File: config.mk
export PLATFORM = sky130hd
export DESIGN_NAME = sign_narrow_sat
export DESIGN_NICKNAME = d
export VERILOG_FILES = /design/src/rtl/sign_narrow_sat_pkg.sv /design/src/rtl/sign_narrow_sat_pipe_stage.sv /design/src/rtl/sign_narrow_sat.sv
export SDC_FILE = /design/constraint.sdc
export NUM_CORES = 1
export LEC_CHECK = 0
export ABC_AREA = 1
export CORE_ASPECT_RATIO = 1.75
export CORE_UTILIZATION = 34
export DETAILED_ROUTE_END_ITERATION = 10
export GPL_TIMING_DRIVEN = 0
export SLEW_MARGIN = 20
export SYNTH_ARGS = -nofsm -noshare
export SYNTH_HDL_FRONTEND = slang
export SYNTH_SLANG_ARGS = --single-unit
File: constraint.sdc
create_clock -name clk -period 1.1 [get_ports clk]
set_input_delay 0.165 -clock clk [delete_from_list [all_inputs] [get_ports clk]]
set_output_delay 0.165 -clock clk [all_outputs]
set_load 0.03 [all_outputs]
File: src/rtl/sign_narrow_sat_pkg.sv
// Shared narrowing helper: two's-complement IN->OUT width conversion with
// optional saturation, computed on a sign-extended MAX_W-bit carrier.
package sign_narrow_sat_pkg;

  localparam int MAX_W = 32;

  // Full-carrier extremes; shifting right by (MAX_W - w) yields the w-bit max/min.
  localparam logic [MAX_W-1:0] SAT_MAX = {1'b0, {(MAX_W-1){1'b1}}};
  localparam logic [MAX_W-1:0] SAT_MIN = {1'b1, {(MAX_W-1){1'b0}}};

  // sat sits in the LSB so a size cast to (w+1) bits gives {data[w-1:0], sat}.
  typedef struct packed {
    logic [MAX_W-1:0] data;
    logic             sat;
  } narrow_t;

  function automatic narrow_t sat_narrow(input logic [MAX_W-1:0] in_sx,
                                         input logic             sat_en,
                                         input int unsigned      out_w);
    narrow_t          res;
    logic [MAX_W-1:0] upper;
    upper    = $signed(in_sx) >>> (out_w - 1);
    res.data = in_sx;
    res.sat  = 1'b0;
    if (sat_en && (upper != '0) && (upper != '1)) begin
      res.sat  = 1'b1;
      res.data = in_sx[MAX_W-1] ? (SAT_MIN >> (MAX_W - out_w))
                                : (SAT_MAX >> (MAX_W - out_w));
    end
    return res;
  endfunction

endpackage

File: src/rtl/sign_narrow_sat_pipe_stage.sv
// One valid/ready register slice: accepts whenever empty or draining this cycle,
// holds its word stable while the consumer stalls.
module sign_narrow_sat_pipe_stage #(
  parameter int WIDTH = 8
) (
  input  logic             clk,
  input  logic             reset,
  input  logic             in_valid,
  output logic             in_ready,
  input  logic [WIDTH-1:0] in_data,
  output logic             out_valid,
  input  logic             out_ready,
  output logic [WIDTH-1:0] out_data
);

  logic             valid_q, valid_d;
  logic [WIDTH-1:0] data_q, data_d;

  assign in_ready  = !valid_q || out_ready;
  assign out_valid = valid_q;
  assign out_data  = data_q;

  // NOTE: every output of a combinational block gets a default first so no path can infer a latch.
  always_comb begin
    valid_d = valid_q;
    data_d  = data_q;
    if (in_ready) begin
      valid_d = in_valid;
      if (in_valid) data_d = in_data;
    end
  end

  // NOTE: state registers use non-blocking assignment; the data word is reset too so out_data reads 0 after reset.
  always_ff @(posedge clk or posedge reset) begin
    if (reset) begin
      valid_q <= 1'b0;
      data_q  <= '0;
    end else begin
      valid_q <= valid_d;
      data_q  <= data_d;
    end
  end

endmodule

File: src/rtl/sign_narrow_sat.sv
// Two-stage narrowing pipeline for write-back of wide results into narrow registers,
// with a sticky count of saturated words handed downstream.
module sign_narrow_sat
  import sign_narrow_sat_pkg::*;
#(
  parameter int IN_WIDTH    = 12,
  parameter int OUT_WIDTH   = 8,
  parameter int COUNT_WIDTH = 8
) (
  input  logic                   clk,
  input  logic                   reset,
  input  logic                   in_valid,
  output logic                   in_ready,
  input  logic [IN_WIDTH-1:0]    in_data,
  input  logic                   in_sat_en,
  output logic                   out_valid,
  input  logic                   out_ready,
  output logic [OUT_WIDTH-1:0]   out_data,
  output logic                   out_sat,
  input  logic                   clear_count,
  output logic [COUNT_WIDTH-1:0] sat_count
);

  localparam int S1_W = IN_WIDTH + 1;
  localparam int S2_W = OUT_WIDTH + 1;
  localparam logic [COUNT_WIDTH-1:0] CNT_MAX = '1;

  if ((IN_WIDTH <= OUT_WIDTH) || (OUT_WIDTH < 2) || (IN_WIDTH > MAX_W)) begin : g_param_check
    $error("sign_narrow_sat: requires MAX_W >= IN_WIDTH > OUT_WIDTH >= 2");
  end

  logic                s1_valid;
  logic                rdy2;
  logic [S1_W-1:0]     s1_bus;
  logic [IN_WIDTH-1:0] s1_data;
  logic                s1_sat_en;
  logic [MAX_W-1:0]    s1_sx;
  logic [S2_W-1:0]     s2_bus_d;
  logic [S2_W-1:0]     s2_bus_q;

  sign_narrow_sat_pipe_stage #(.WIDTH(S1_W)) u_stage1 (
    .clk       (clk),
    .reset     (reset),
    .in_valid  (in_valid),
    .in_ready  (in_ready),
    .in_data   ({in_sat_en, in_data}),
    .out_valid (s1_valid),
    .out_ready (rdy2),
    .out_data  (s1_bus)
  );

  assign {s1_sat_en, s1_data} = s1_bus;
  assign s1_sx    = MAX_W'($signed(s1_data));
  assign s2_bus_d = S2_W'(sat_narrow(s1_sx, s1_sat_en, OUT_WIDTH));

  // Stage 2 in_ready is rdy2, which is what lets stage 1 refill on a handoff edge.
  sign_narrow_sat_pipe_stage #(.WIDTH(S2_W)) u_stage2 (
    .clk       (clk),
    .reset     (reset),
    .in_valid  (s1_valid),
    .in_ready  (rdy2),
    .in_data   (s2_bus_d),
    .out_valid (out_valid),
    .out_ready (out_ready),
    .out_data  (s2_bus_q)
  );

  assign {out_data, out_sat} = s2_bus_q;

  logic [COUNT_WIDTH-1:0] sat_count_q, sat_count_d;

  always_comb begin
    sat_count_d = sat_count_q;
    if (clear_count) begin
      sat_count_d = '0;
    end else if (out_valid && out_ready && out_sat && (sat_count_q != CNT_MAX)) begin
      sat_count_d = sat_count_q + COUNT_WIDTH'(1);
    end
  end

  always_ff @(posedge clk or posedge reset) begin
    if (reset) sat_count_q <= '0;
    else       sat_count_q <= sat_count_d;
  end

  assign sat_count = sat_count_q;

endmodule
Word-level counts from Yosys, hierarchy flattened
Index checks and enable logic that the tools add are counted.
{"block": "word_totals", "input_bits": 18, "regBits": 32}
{"block": "op_classes", "n_eq_ne": 2, "mux": 4, "reduce_logical": 13, "n_addsub": 1}
{"op": "$ne 32x32->1 const B", "count": 1}
{"op": "$reduce_bool 32->1", "count": 1}
{"op": "$mux 8", "count": 3}
{"op": "$mux 9", "count": 1}
{"op": "$add 8x1->8 const B", "count": 1}
{"op": "$ne 8x8->1 const B", "count": 1}
{"op": "$logic_and 1x1->1", "count": 5}
{"op": "$reduce_and 2->1", "count": 2}
{"op": "$logic_not 1->1", "count": 2}
{"op": "$logic_or 1x1->1", "count": 2}
{"op": "$reduce_bool 2->1", "count": 1}

Logic depth before layout (Yosys ltp)
Gate-level depths: netlist of run 1.
{"block": "logic_depth", "word_depth": 5, "ltp_mapped": 9}

Cells and area by module
From an unflattened synthesis of run 1, not the netlist that was laid out.
{"block": "hier_totals", "cells_unflattened": 197, "hier_area_um2": 1654.1}
{"module": "sign_narrow_sat", "area_per_inst_um2": 608.1, "instances": 1, "cells_per_inst": 92, "seq_area_each_um2": 200.2}
{"module": "sign_narrow_sat_pipe_stage at u_stage1", "area_per_inst_um2": 578.1, "instances": 1, "cells_per_inst": 61, "seq_area_each_um2": 350.3}
{"module": "sign_narrow_sat_pipe_stage at u_stage2", "area_per_inst_um2": 467.9, "instances": 1, "cells_per_inst": 44, "seq_area_each_um2": 250.2}

Worst setup path before layout of run 1
Ideal clock, no wire load.
{"block": "synth_timing", "path_type": "reg-to-reg", "startpoint": "reg sat_count_q[1] (netlist: sat_count[1])", "endpoint": "reg sat_count_q[6] (netlist: sat_count[6])", "required_time_ns": 0.983, "arrival_time_ns": 1.316, "synth_period_minus_slack_ns": 1.433, "n_path_buf": 0, "slack_ns": -0.333, "path_stages_with_launch": 8, "cell_sequence": "dfrtp_1 -> ha_1 -> nand2_2 -> nor2_4 -> nand2_1 -> o21a_1 -> nand2_1 -> nand2_1"}
{"block": "synth_via", "elab_chain_cells": 3, "elab_cells_between_ends": 6, "cone_classes": "add/sub: 1; eq/ne: 1; mux: 2; reduce/logical: 2"}
{"item": "start, declared", "line_no": "sign_narrow_sat.sv:70", "source": "logic [COUNT_WIDTH-1:0] sat_count_q, sat_count_d;"}
{"item": "start signal, assigned", "line_no": "sign_narrow_sat.sv:83", "source": "else sat_count_q <= sat_count_d;"}
{"item": "$add 8x1->8 / $ne 8x8->1 (equally long branches)", "line_no": "sign_narrow_sat.sv:77, sign_narrow_sat.sv:76"}
{"item": "$mux 8 / $logic_and 1x1->1 (equally long branches)", "line_no": "sign_narrow_sat.sv:76", "source": "end else if (out_valid && out_ready && out_sat && (sat_count_q != CNT_MAX)) begin"}
{"item": "$mux 8 / $reduce_bool 2->1 (equally long branches)"}
Several ways; a longest one is shown, not always the timed one. The select of a mux whose other input is x is not followed.
A chain may end at the register's enable or synchronous reset.

Final worst setup path of run 1
{"block": "layout_timing", "startpoint": "reg sat_count_q[1] (netlist: sat_count[1])", "endpoint": "reg sat_count_q[2] (netlist: sat_count[2])"}
Same word-level chain as after synthesis.

==> results of run 1 <==
==> cells by family (layout without fill, tap and decap cells) <==
| group | count (synthesis) | in the layout | share of synthesized area [%] |
|---|---|---|---|
| AND/OR/NAND/NOR | 124 | 125 | 34.8 |
| flip-flops | 32 | 32 | 51.3 |
| adder cells (fa/ha/maj) | 1 | 1 | 0.801 |
| XOR/XNOR | 1 | 1 | 0.561 |
| multiplexers | 1 | 1 | 0.641 |
| AO/OA/AOI/OAI | 12 | 12 | 4.17 |
| buffers and inverters | 29 | 85 | 7.77 |
==> Yosys cell counts <==
master | instances | area (µm²)
nor3b_1 | 1 | 7.51
o21a_1 | 1 | 7.51
buf_2 | 3 | 15.0
buf_4 | 1 | 7.51
nand2_2 | 6 | 37.5
inv_1 | 23 | 86.3
nor2_1 | 28 | 105
dfrtp_1 | 32 | 801
nor2_2 | 1 | 6.26
o21bai_1 | 1 | 7.51
inv_2 | 1 | 3.75
nand2_1 | 56 | 210
nand4_1 | 3 | 18.8
nor2_4 | 1 | 11.3
mux2i_1 | 1 | 10.0
nand2_4 | 1 | 11.3
ha_1 | 1 | 12.5
o21ai_0 | 3 | 15.0
a21oi_1 | 5 | 25.0
nand3_1 | 27 | 135
clkinv_4 | 1 | 8.76
o21ai_1 | 2 | 10.0
xor2_1 | 1 | 8.76
==> critical path: stages (launching register included) <==
cell      delay [ps]
dfrtp_2          440
ha_4             180
nand2_4           80
nor2_4            40
nand2_2           60
nand2_2           60
nand2_4          110
clkinv_4         100
nand2_2           70
nand2_1           40
==> routing by layer <==
metal	up-vias	part of all wire (%)	global-route usage [%]
met3	2	3.5	3.81
met2	33	59	29.6
met1	675	36	16.4
met5	-	0	0
li1	741	-	-
met4	0	0.96	5.92
==> worst max path at each step <==
| stage | to | cells after the start | from | slack (ps) |
|---|---|---|---|---|
| 6_report | sat_count[2]$_DFFE_PP0P_ | 9 | sat_count[1]$_DFFE_PP0P_ | -200 |
| 5_1_grt | sat_count[2]$_DFFE_PP0P_ | 9 | sat_count[1]$_DFFE_PP0P_ | -260 |
| 3_5_place_dp | in_ready | 5 | out_ready | -750 |
| 3_3_place_gp | in_ready | 5 | out_ready | -750 |
| 2_1_floorplan | sat_count[6]$_DFFE_PP0P_ | 9 | sat_count[1]$_DFFE_PP0P_ | -170 |
| 4_1_cts | sat_count[2]$_DFFE_PP0P_ | 9 | sat_count[0]$_DFFE_PP0P_ | -180 |
==> where the power goes <==
group / switching [mW] / leakage [nW] / internal (mW)
clock network: 0.405 / 0.0410 / 0.429
registers: 0.152 / 0.391 / 1.38
logic: 0.752 / 0.709 / 0.467
total: 1.31 / 1.14 / 2.28
==> repair_timing <==
| item | in CTS | in global routing |
|---|---|---|
| resized for setup | 102 | 46 |
| buffers inserted | 6 | 6 |
| endpoints found under the setup margin | 35 | 35 |
| cloned | 1 | 2 |
| pin swaps | 3 | 12 |
==> per-stage QoR <==
step                cells  instance area, µm²
floorplan             200                1610
global placement      286                2020
detailed placement    286                2020
CTS                   300                2110
global route          308                2300
finish                308                2300
==> cell usage in the layout (no fill, tap or decap), types with 3 or more instances in the layout <==
cell and n:
clkbuf_8 5, nand2_4 4, inv_1 21, nor2_1 25
o21ai_1 3, clkdlybuf4s50_1 15, nand3_2 5, nand2_1 44
a21oi_1 4, nand4_1 3, buf_2 12, buf_6 11
nand2_2 14, buf_4 11, dfrtp_2 7, nor2_2 3
nand3_1 20, dfrtp_1 25
==> final cells by class <==
class | instances | area, µm²
plain buffers | 4 | 38.8
clock buffers | 6 | 72.6
clock inverters | 1 | 5.00
fillers | 457 | 2100
inverters | 25 | 106
multi-input cells | 140 | 797
flip-flops and latches | 32 | 810
well taps | 51 | 63.8
repair buffers | 49 | 407
==> state kept, by name, summed over array words and instances, names as in the netlist <==
signal and count:
sat_count 8, u_stage1.out_valid 1, u_stage1.out_data 13, u_stage2.out_data 9, u_stage2.out_valid 1
==> run_results.csv, run 1 <==
group,metric,value,unit
clock_network,holdBufCountCts,0,
clock_network,cts_max_level,2,
sta,fin_tns_setup,-1730,ps
global_route,grt_pass1_wl,5.75,mm
synth,syn-mean-instance-area,7.81,µm²
layout,fin_nets,276,
sta,setup_viol_count_final,17,
route,drt_first_pass_iters,4,
layout,utilization,52.2,%
setup_path,crit_type,"reg2reg",
sta,fin_crit_sh,118,%
setup_path,cp.arrival,1460,ps
sta,fin_worst_skew,9.14,ps
synth,syn_area,1560,µm²
min_path,hold_start,"in_valid",
route,vias,1451,
floorplan,top_level_ports,37,
synth,synth_nets,219,
place,io_buffer_count,35,
global_route,grt_usage,16.1,%
setup_path,r2r_start,"sat_count[1]$_DFFE_PP0P_",
sta,worstMarginPinSlew,671,ps
route,routed_via_density,4.71,
setup_path,cp-start-kind,"flip-flop",
min_path,holdPathEnd,"u_stage1.out_data[3]$_DFFE_PP0P_",
setup_path,r2r_end,"sat_count[2]$_DFFE_PP0P_",
setup_path,r2r_slack,-200,ps
layout,layout-drive-gt1-share,34.2,%
route,ant_nets,0,
synth,yosysWarningCount,0,
route,drt-wirelength-per-cell,12.1,µm
setup_path,crit_path_end_kind,"flip-flop",
route,wl,3.73,mm
min_path,holdCritPathClass,"in2reg",
floorplan,die_area,4880,µm²
outcome,outcome,"finished with violations",
route,drtIter0Drc,16,
sta,relSlewSlack,55.2,%
sta,finalCriticalPeriod,1300,ps
global_route,antenna_found_initial,0,
clock_network,clk_latency,280,ps
clock_network,ctsLongestPathBuffers,2,
sta,hold_viol,0,
floorplan,core_area,4400,µm²
outcome,violations,"negative setup slack",
global_route,grt_overflow,0,
synth,synth_cells,200,
global_route,grt_pass1_vias,1315,
pwr,total_power,3.59,mW
sta,max_freq,0.771,GHz
clock_network,cts_tree,"yes",
clock_network,path_clk_slew,60,ps
sta,holdWs,283,ps
clock_network,cts-root-buf,"clkbuf_8",
pwr,power_density,1560,nW/µm²
global_route,grt_max_degree,33,
clock_network,cts_made_buffers,5,
floorplan,fp.dieH,91.7,µm
place,dp_hpwl,2.50,mm
layout,n_antenna_cell,0,
run,drv_cap,0,
sta,rsz0062_at_grt,"true",
min_path,whs_path_depth,3,
synth,synth.distinct_cells,23,
layout,syn_to_final_growth,47.3,%
sta,worst_slack,-197,ps
pwr,ir_drop,0.00103,V
sta,final_max_slew_viol_count,0,
setup_path,cp_max_fo,6,
clock_network,clock-sinks,32,
floorplan,die_width,53.2,µm
route,drc,0,
setup_path,required,1260,ps
setup_path,r2r_cells,9,
place,pre_cts_ws,-753,ps
floorplan,row_count,32,
synth,seq_area_frac_synth,51.3,%
place,globalplace.congestion,0.774,
synth,synth-seq-cells,32,
floorplan,start_util,35.5,%
pwr,leakagePower,1.14,nW
Power figures use the tool's default switching activity.
==> run 2, diff against run 1 <==
- CORE_MARGIN: not set -> 2
- SLEW_MARGIN: 20 -> 10
==> run 2 against run 1 <==
The flow still finishes with violations (negative setup slack); flip-flop and latch count is the same; register-to-register slack is essentially flat; cell area is essentially flat; critical path depth shrank 6.
==> run_results.csv, run 2 (same netlist as run 1, synthesis figures left out) <==
group,metric,value,unit
route,routed_via_density,4.57,
place,pre_cts_ws,-748,ps
layout,nFillCells,450,
setup_path,cpMostUsedCell,"buf_6",
layout,largest_reg_flops,13,
place,globalplace.congestion,0.769,
global_route,grt_usage,14.9,%
floorplan,row_count,32,
setup_path,worst-path-buf-inv,2,
sta,holdWs,228,ps
sta,worst_slack,-196,ps
pwr,ir_drop,0.00102,V
route,drt-wirelength-per-cell,12.0,µm
layout,layout_common_cells,"nand2_1, dfrtp_1, nor2_1",
sta,worstMarginPinSlew,685,ps
clock_network,cts_made_buffers,5,
floorplan,top_level_ports,37,
sta,final_max_slew_viol_count,0,
setup_path,path_cells,"nand3_2, buf_6, buf_6",
global_route,grt_overflow,0,
layout,syn_to_final_growth,47.2,%
route,vias,1425,
setup_path,crit_type,"reg2out",
layout,ff_latch_area,808,µm²
route,wl,3.74,mm
sta,finalCriticalPeriod,1300,ps
sta,relSlewSlack,54.2,%
sta,fin_worst_skew,5.37,ps
clock_network,holdBufCountCts,0,
global_route,grt_pass1_wl,6.07,mm
sta,rsz0062_at_grt,"true",
global_route,antenna_found_initial,0,
layout,layoutNonFillerInstCount,312,
clock_network,cts_max_level,2,
outcome,violations,"negative setup slack",
setup_path,critPathTopFamily,"flip-flops",
route,ant_nets,0,
setup_path,cp_max_fo,3,
outcome,outcome,"finished with violations",
floorplan,die_area,5170,µm²
clock_network,cts_tree,"yes",
floorplan,die_width,55.2,µm
floorplan,fp.dieH,93.7,µm
place,io_buffer_count,35,
clock_network,cts-root-buf,"clkbuf_8",
clock_network,clock-sinks,32,
place,dp.cells,286,
run,drv_cap,0,
setup_path,slowest_stage,"dfrtp_2",
layout,multi_input_area,719,µm²
route,drc,0,
layout,fin_nets,279,
floorplan,start_util,35.5,%
setup_path,max_stage_delay,420,ps
pwr,total_power,3.88,mW
clock_network,ctsLongestPathBuffers,2,
route,drt_first_pass_iters,2,
layout,n_antenna_cell,0,
layout,layout-drive-gt1-share,29.5,%
floorplan,core_area,4400,µm²
layout,utilization,52.2,%
setup_path,cp-start-kind,"flip-flop",
clock_network,path_clk_slew,70,ps
route,drtIter0Drc,19,
sta,hold_viol,0,
clock_network,clk_latency,280,ps
layout,final_common_cell,"nand2_1",
pwr,leakagePower,1.17,nW
setup_path,cp.arrival,1130,ps
setup_path,crit_path_end_kind,"output pin",
place,dp_hpwl,2.53,mm
sta,setup_viol_count_final,13,
pwr,power_density,1690,nW/µm²
global_route,grt_pass1_vias,1404,
setup_path,required,940,ps
sta,max_freq,0.771,GHz
global_route,grt_max_degree,33,
sta,fin_crit_sh,118,%
min_path,holdCritPathClass,"in2reg",
## run 2: cell count changes in the layout (fill, tap and decap cells not counted), sizes merged
cell	before	now
buf	34	40
bufinv	0	1
clkbuf	9	7
clkdlybuf4s50	15	16
dlygate4sd2	1	0
nand2	64	63
## run 2: final cells by class
| type | count | area share, % |
|---|---|---|
| inverter | 25 | 4.84 |
| multi-input combinational | 139 | 31.3 |
| clock buffer | 7 | 4.19 |
| buffer | 3 | 1.03 |
| timing repair buffer | 53 | 19.0 |
| clock inverter | 1 | 1.31 |
| sequential | 32 | 35.2 |
| tap | 51 | 2.78 |
| timing repair inverter | 1 | 0.381 |
## run 2: timing repair
action	4_1_cts	5_1_grt
setup buffers	4	14
pin swaps	1	6
gates cloned	0	1
setup endpoints to repair	35	34
gates resized for setup	97	27
## run 2: worst paths after layout
kind | startpoint | cells after the start | end | slack, ps
min in group asynchronous | reset | 2 | sat_count[2]$_DFFE_PP0P_ | 300
max reg2reg | sat_count[1]$_DFFE_PP0P_ | 9 | sat_count[3]$_DFFE_PP0P_ | -190
min reg2reg | u_stage1.out_data[0]$_DFFE_PP0P_ | 2 | u_stage1.out_data[0]$_DFFE_PP0P_ | 480
min | in_valid | 3 | u_stage1.out_data[2]$_DFFE_PP0P_ | 230
max in group asynchronous | reset | 2 | u_stage1.out_valid$_DFFE_PP0P_ | 300
max | u_stage1.out_valid$_DFFE_PP0P_ | 3 | in_ready | -200
## run 2: layer usage
layer	vias to the layer above	track usage [%]	part of all wire [%]
met4	0	7.32	1.6
met3	4	2.89	3.2
met2	29	28.7	58
met5	-	0	0
li1	744	-	-
met1	648	14.8	37
## run 2: per-stage QoR
stage | TNS (ps) | cell area (µm²)
final | -1560 | 2300
after global routing | -3300 | 2300
after CTS | -1830 | 2110
after detailed placement | -11350 | 2020
after global placement | -29230 | 2020
after floorplan | -1270 | 1610
## run 2: worst register-to-register path, cell delays in order, from the launching register on
cell and delay, ps:
dfrtp_2 440, ha_4 170, nand2_4 80, nor2_4 50, nand2_2 60, nand2_2 60
nand2_4 110, clkinv_4 90, nand2_2 50, nand2_1 60
## run 2: power breakdown
group          internal, mW  leakage [nW]  switching [mW]  total (mW)
registers              1.38         0.393           0.143        1.53
clock network         0.799        0.0645           0.442        1.24
logic                 0.407         0.714           0.707        1.11
